===== src/rtl/vga_scan_ctrl.sv =====
// VGA raster scan controller: pixel strobe divider, h/v counters, registered syncs, run/drain control.
// Optional completed-frame counter is built only when VGA_FRAME_CNT_EN is defined.
module vga_scan_ctrl #(
    parameter int CLK_DIV  = 2,
    parameter int H_ACTIVE = 640,
    parameter int H_FP     = 16,
    parameter int H_SYNC   = 96,
    parameter int H_BP     = 48,
    parameter int V_ACTIVE = 480,
    parameter int V_FP     = 10,
    parameter int V_SYNC   = 2,
    parameter int V_BP     = 33
) (
    input  logic        clk,
    input  logic        rst_n,
    input  logic        en,
    output logic        pix_ce,
    output logic [9:0]  hcount,
    output logic [9:0]  vcount,
    output logic        hsync,
    output logic        vsync,
    output logic        video_on,
    output logic        frame_start,
    output logic        busy,
    output logic [15:0] frame_cnt
);

    localparam int DIV_W = $clog2(CLK_DIV);
    localparam logic [DIV_W-1:0] DIV_LAST = DIV_W'(CLK_DIV - 1);
    localparam logic [9:0] H_LAST   = 10'(H_ACTIVE + H_FP + H_SYNC + H_BP - 1);
    localparam logic [9:0] V_LAST   = 10'(V_ACTIVE + V_FP + V_SYNC + V_BP - 1);
    localparam logic [9:0] H_ACT    = 10'(H_ACTIVE);
    localparam logic [9:0] V_ACT    = 10'(V_ACTIVE);
    localparam logic [9:0] HS_FIRST = 10'(H_ACTIVE + H_FP);
    localparam logic [9:0] HS_LAST  = 10'(H_ACTIVE + H_FP + H_SYNC - 1);
    localparam logic [9:0] VS_FIRST = 10'(V_ACTIVE + V_FP);
    localparam logic [9:0] VS_LAST  = 10'(V_ACTIVE + V_FP + V_SYNC - 1);

    typedef enum logic [1:0] {S_IDLE, S_RUN, S_DRAIN} state_t;

    state_t           state_q, state_d;
    logic [DIV_W-1:0] div_q, div_d;
    logic             pix_ce_q, pix_ce_d;
    logic [9:0]       hcount_q, hcount_d;
    logic [9:0]       vcount_q, vcount_d;
    logic             hsync_q, hsync_d;
    logic             vsync_q, vsync_d;
    logic             video_on_q, video_on_d;
    logic             frame_start_q, frame_start_d;
    logic             busy_q, busy_d;
    logic             last_pix;

    always_comb begin
        last_pix = pix_ce_q && (hcount_q == H_LAST) && (vcount_q == V_LAST);

        state_d = state_q;
        case (state_q)
            S_IDLE:  if (en) state_d = S_RUN;
            S_RUN:   if (!en) state_d = S_DRAIN;
            S_DRAIN: begin
                if (en)            state_d = S_RUN;
                else if (last_pix) state_d = S_IDLE;
            end
            default: state_d = S_IDLE;
        endcase

        hcount_d = hcount_q;
        vcount_d = vcount_q;
        if (pix_ce_q) begin
            if (hcount_q == H_LAST) begin
                hcount_d = '0;
                vcount_d = (vcount_q == V_LAST) ? '0 : vcount_q + 10'd1;
            end else begin
                hcount_d = hcount_q + 10'd1;
            end
        end

        // Divider restarts from zero on entry so the first pixel always lasts a full CLK_DIV clocks.
        if (state_d == S_IDLE || state_q == S_IDLE) div_d = '0;
        else if (div_q == DIV_LAST)                 div_d = '0;
        else                                        div_d = div_q + 1'b1;

        pix_ce_d      = (state_d != S_IDLE) && (div_d == DIV_LAST);
        hsync_d       = !((hcount_d >= HS_FIRST) && (hcount_d <= HS_LAST));
        vsync_d       = !((vcount_d >= VS_FIRST) && (vcount_d <= VS_LAST));
        video_on_d    = (state_d != S_IDLE) && (hcount_d < H_ACT) && (vcount_d < V_ACT);
        frame_start_d = ((state_q == S_IDLE) && (state_d == S_RUN)) ||
                        (last_pix && (state_d != S_IDLE));
        busy_d        = (state_d != S_IDLE);
    end

    always_ff @(posedge clk or negedge rst_n) begin
        if (!rst_n) begin
            state_q       <= S_IDLE;
            div_q         <= '0;
            pix_ce_q      <= 1'b0;
            hcount_q      <= '0;
            vcount_q      <= '0;
            hsync_q       <= 1'b1;
            vsync_q       <= 1'b1;
            video_on_q    <= 1'b0;
            frame_start_q <= 1'b0;
            busy_q        <= 1'b0;
        end else begin
            state_q       <= state_d;
            div_q         <= div_d;
            pix_ce_q      <= pix_ce_d;
            hcount_q      <= hcount_d;
            vcount_q      <= vcount_d;
            hsync_q       <= hsync_d;
            vsync_q       <= vsync_d;
            video_on_q    <= video_on_d;
            frame_start_q <= frame_start_d;
            busy_q        <= busy_d;
        end
    end

`ifdef VGA_FRAME_CNT_EN
    logic [15:0] frame_cnt_q, frame_cnt_d;

    always_comb begin
        frame_cnt_d = frame_cnt_q;
        if (last_pix) frame_cnt_d = frame_cnt_q + 16'd1;
    end

    always_ff @(posedge clk or negedge rst_n) begin
        if (!rst_n) frame_cnt_q <= '0;
        else        frame_cnt_q <= frame_cnt_d;
    end

    assign frame_cnt = frame_cnt_q;
`else
    assign frame_cnt = '0;
`endif

    assign pix_ce      = pix_ce_q;
    assign hcount      = hcount_q;
    assign vcount      = vcount_q;
    assign hsync       = hsync_q;
    assign vsync       = vsync_q;
    assign video_on    = video_on_q;
    assign frame_start = frame_start_q;
    assign busy        = busy_q;

endmodule


===== config.mk =====
export PLATFORM = sky130hd
export DESIGN_NAME = vga_scan_ctrl
export DESIGN_NICKNAME = d
export VERILOG_FILES = /design/src/rtl/vga_scan_ctrl.sv
export SDC_FILE = /design/constraint.sdc
export NUM_CORES = 1
export LEC_CHECK = 0
export ABC_AREA = 1
export CORE_MARGIN = 1.5
export CORE_UTILIZATION = 40
export DETAILED_ROUTE_END_ITERATION = 7
export PLACE_DENSITY = 0.67
export SLEW_MARGIN = 10
export SYNTH_ARGS = -nofsm -noshare
export SYNTH_HDL_FRONTEND = slang
export SYNTH_SLANG_ARGS = --single-unit

===== constraint.sdc =====
create_clock -name clk -period 1.9 [get_ports clk]
set_input_delay 0.19 -clock clk [delete_from_list [all_inputs] [get_ports clk]]
set_output_delay 0.19 -clock clk [all_outputs]
set_load 0.005 [all_outputs]

After elaboration in Yosys (flattened, before gate mapping)
Cells that the tools add are included.
Word-level totals
  output and inout port bits: 42
  logic and storage cells: 52
  flip-flop bits (word level): 29
  input port bits: 3
Operators by class
  add/subtract/negate cells: 3
  muxes and demuxes: 12
  magnitude comparators: 6
  reductions and logical operators: 16
  eq/ne operators: 5
Operator list (number)
  $mux 10: 5
  $add 10x1->10 const B: 2
  $eq 10x10->1 const B: 2
  $ge 10x10->1 const B: 1
  $ge 10x9->1 const B: 1
  $le 10x10->1 const B: 1
  $le 10x9->1 const B: 1
  $lt 10x10->1 const B: 1
  $lt 10x9->1 const B: 1
  $logic_and 1x1->1: 9
  $mux 2: 4
  $pmux 2 s3: 1
  $eq 2x1->1 const B: 2
  $logic_not 2->1: 2
  $eq 2x2->1 const B: 1
  $logic_not 1->1: 2
  $logic_or 1x1->1: 2
  $mux 1: 2
  $reduce_bool 2->1: 1
  $add 1x1->1 const B: 1

Depth between registers and ports, before layout
  depth in word-level cells: 10
  gate-level depth with buffers: 14
  gate-level depth less buffers: 14

Worst setup path before layout
No wires, ideal clock.
  path kind: flip-flop to flip-flop
  start point: register hcount_q[0] (netlist: hcount[0])
  end point: register vsync_q (netlist: vsync)
  path buffers: 0
  stages on the path, launching flop included: 13
  period minus slack after synthesis: 1635 ps
  required time: 1823 ps
  slack: 265 ps
  library setup time: 77 ps
  data arrival time: 1558 ps
  cells stage by stage: dfrtp_1 -> ha_1 -> inv_1 -> nor2_4 -> nand2_2 -> nor2_4 -> nand2_4 -> o21ai_2 -> nand2_1 -> nor2_2 -> nand3_2 -> nor2_1 -> nand2_1
Between the ends
  cells in the longest elaborated chain, start to end: 6
  elaborated cells on any way between the ends: 7
  classes of those cells: order compare: 2; eq/ne: 1; mux: 2; reduce/logical: 2
Ends and longest elaborated chain
  start: declaration: line 44  | logic [9:0] hcount_q, hcount_d;
  start signal: assignment: line 108  | hcount_q <= hcount_d;
  $eq 10x10->1 *: line 70  | if (hcount_q == H_LAST) begin
  $mux 10 *: line 70
  $mux 10 *: line 69  | if (pix_ce_q) begin
  $ge 10x9->1 / $le 10x9->1 (equally long branches): line 85  | vsync_d = !((vcount_d >= VS_FIRST) && (vcount_d <= VS_LAST));
  $logic_and 1x1->1 *: line 85
  $logic_not 1->1 *: line 85
  via vsync_d: line 47  | logic vsync_q, vsync_d;
  end signal: assignment: line 111  | vsync_q <= vsync_d;
  end: declaration: line 47
Mark *: on every way through the listed nets, which the timed path passes. The rest lies on a longest branch.

Worst setup path after layout
  start point: register vcount_q[1] (netlist: vcount[1])
  end point: register div_q
Between the ends
  cells in the longest elaborated chain, start to end: 8
Ends and longest elaborated chain
  start: declaration: line 45  | logic [9:0] vcount_q, vcount_d;
  start signal: assignment: line 109  | vcount_q <= vcount_d;
  $eq 10x10->1: line 54  | last_pix = pix_ce_q && (hcount_q == H_LAST) && (vcount_q == V_LAST);
  $logic_and 1x1->1: line 54
  $mux 2: line 62  | else if (last_pix) state_d = S_IDLE;
  $mux 2: line 61  | if (en) state_d = S_RUN;
  $pmux 2 s3: line 57  | case (state_q)
  $logic_not 2->1: line 79  | if (state_d == S_IDLE || state_q == S_IDLE) div_d = '0;
  $logic_or 1x1->1: line 79
  $mux 1: line 79
  via div_d: line 42  | logic [DIV_W-1:0] div_q, div_d;
  end signal: assignment: line 106  | div_q <= div_d;
  end: declaration: line 42
The timed path passes the listed nets, and every way through them passes these cells.

==> summary.txt <==
Synthesis
  • Main synth FF type: dfrtp_1
  • Post-synth EDFFs: 0
  • Async set-reset flop share out of synthesis: 100.0%
  • Post-synthesis cell count: 252
  • Post-synthesis sequential area ratio: 39.27%
  • Number of synthesized register bits: 29
  • Top post-synthesis cells by area: dfrtp_1, nand2_1, inv_1
  • Yosys warns: 0
  • Yosys cell types: 32
  • Most common library cells after synthesis: nand2_1, inv_1, dfrtp_1
  • Dominant cell type by area after synthesis: dfrtp_1
  • Cell area after synthesis: 1854 um2
  • Yosys top cell area share: 36.44%
  • Avg Inst Size Synth: 7.358 um2
  • Count leader, synth: nand2_1

Cells and area
  • Design Area, Final: about 2300 um2
  • Final-stage net count: roughly 300
  • P&R area growth vs syn: 25.64%
  • Register Area: between 700 and 800 um2
  • Share of cells above drive strength 1: 15.81%
  • Ant diodes: 0
  • Fin cells: 343
  • FILL cells: 444
  • Multi-input gate area: 902.1 um2

Clocking
  • Reg clk slew, reported paths: 0.07 ns
  • Clock latency on the worst-skew pair: 0.28 ns
  • Sink Count: 29
  • Num CTS Buffers: 5
  • Clock tree from TritonCTS: done
  • Clock buffer depth: 2
  • Setup bufs post-CTS: 0
  • Root Driver: clkbuf_8
  • CTS HTree Levels: 2

Critical path
  • Crit path arrival time: 2.03 ns
  • CP endpoint kind: register
  • CP startpoint kind: register
  • Critical Path RT: 2.07 ns
  • Critical path class: reg -> reg
  • Max FO, Critical Path: 7

Floorplan
  • Initial Utilization: 42.01%
  • Die width: 71.09 um
  • Die Ht: around 71 um
  • # IOs: 45
  • DIE AREA: 5053 um2
  • CORE AREA: 4414 um2
  • Rows: 24

Global routing
  • Vias in the first global route: 1613
  • Gr ovfl total: 0
  • Global-route wire length before repair: 7093 um
  • Global Route Usage Sum: 17.56%
  • Initial antenna violation count: 0
  • Largest net degree at the start of global routing: 30

Placement
  • Placed Cells: 335
  • Gpl congestion: 0.9063
  • Dpl ws: 0.09045 ns
  • Placed inst area: between 2000 and 2500 um2
  • DP HPWL: 3055 um
  • I/O Buffers: 28

Timing
  • Max Slew Vio Count: 0
  • Setup WS post-layout: 0.03739 ns
  • Final Skew: 0.006833 ns
  • Finish-stage setup viols: 0
  • Highest clock rate: 536.9 MHz
  • Post-route clock period utilization: just under 100%
  • Final Hold Viols: 0
  • Min Tclk post-route: 1.863 ns

Status
  • Outcome: complete, no violations

Drt
  • ANT nets after route: 0
  • Final WL: 4018 um
  • DRC Markers: 0
  • Initial DRC Count: about 120
  • Wire length per cell: 11.71 um
  • Detailed-route via count: roughly 1600
  • Vias per cell: roughly 4.7
  • Initial DRT Pass Iterations: 4

Power and ir drop
  • PD cells: around 940 nW/um2
  • Max IR drop VDD: 0.3314 mV
  • Pleak: 1.157 nW

Min path
  • Hold WC Path Type: in -> async

Flow run
  • MaxCap Viol Count: 0
final timing paths:
path	startpoint	end	slack, ns	depth (start not counted)
worst max-delay path	vcount[1]	div_q	0.04	8
worst min-delay path	rst_n	pix_ce	0.29	2
min in group clk	div_q	pix_ce	0.45	1
worst max register to register	vcount[1]	div_q	0.04	8
max in group asynchronous	rst_n	hsync	1.30	2
worst min register to register	div_q	pix_ce	0.45	1
cells by family (layout without fill, tap and decap cells):
| kind of cell | after synthesis | count (layout) | synth area share, % |
|---|---|---|---|
| AO/OA/AOI/OAI | 20 | 20 | 6.545 |
| XOR/XNOR | 2 | 2 | 0.9448 |
| adder cells (fa/ha/maj) | 3 | 3 | 2.025 |
| buffers and inverters | 64 | 88 | 16.40 |
| flip-flops | 29 | 29 | 39.27 |
| other | 1 | 16 | 0.2022 |
| AND/OR/NAND/NOR | 133 | 133 | 34.62 |
worst max-delay path, stage by stage, from the launching register on:
cell and delay, ns:
dfrtp_1 0.44, inv_1 0.12, ha_1 0.16, nand4_1 0.15, nor3_4 0.31, nand2_1 0.12
o21ai_2 0.18, o21ai_2 0.11, nor3b_1 0.15
per-stage QoR:
stage	hold slack (ns)	TNS (ns)	util (%)	power, mW
after floorplan	-0.1056	0	-	1.167
after global placement	0.4241	0	49.18	1.435
after detailed placement	0.4493	0	49.18	1.443
after CTS	0.2951	0	52.21	2.227
after global routing	0.3223	-0.1411	52.78	2.345
final	0.2855	0	52.78	2.202
metal layers:
metal  global-route usage, %  vias to the layer above  part of all wire, %
met5                       0                        -                    0
met4                   4.403                        0                 0.42
met3                   5.128                        2                  3.8
met2                   29.70                       33                   51
met1                   22.10                      741                   45
li1                        -                      830                    -
registers in the layout, indices dropped and copies added, names as in the netlist:
register,cells
div_q,1
video_on,1
hsync,1
vsync,1
state_q,2
hcount,10
frame_start,1
pix_ce,1
vcount,10
busy,1
area by class of cell:
type	count	share of cell area, %
clock buffers	5	2.954
multi-input cells	174	38.72
clock inverters	3	2.793
flip-flops and latches	29	31.31
well taps	52	2.793
inverters	46	7.465
repair buffers	34	13.96
where the power goes:
part | internal [mW] | total (mW) | switching [mW] | leakage [nW]
registers | 0.706 | 0.825 | 0.118 | 0.365
clock network | 0.521 | 0.772 | 0.251 | 0.0681
logic | 0.290 | 0.605 | 0.315 | 0.723
timing repair:
item | in CTS | in global routing
resized for setup | 0 | 6
hold buffers | 0 | 0
endpoints found under the setup margin | 0 | 5
layout by cell type (no fill, tap or decap), types with 2 or more instances in the layout:
cell type / count
clkdlybuf4s50_1: 28
inv_2: 3
dfstp_2: 2
nand2_1: 58
dfrtp_1: 26
nor3b_1: 2
nor2_1: 21
nor3_1: 3
conb_1: 16
o21ai_0: 8
ha_1: 2
nand2_2: 4
nor2_2: 5
clkbuf_8: 5
buf_4: 6
clkinv_2: 2
inv_1: 41
nor2_4: 4
xor2_1: 2
o21ai_2: 4
nand3_1: 24
nand3_2: 2
bufinv_16: 2
nand4_1: 5
o21ai_1: 5
Note: power is estimated with default switching activity, not from simulation.
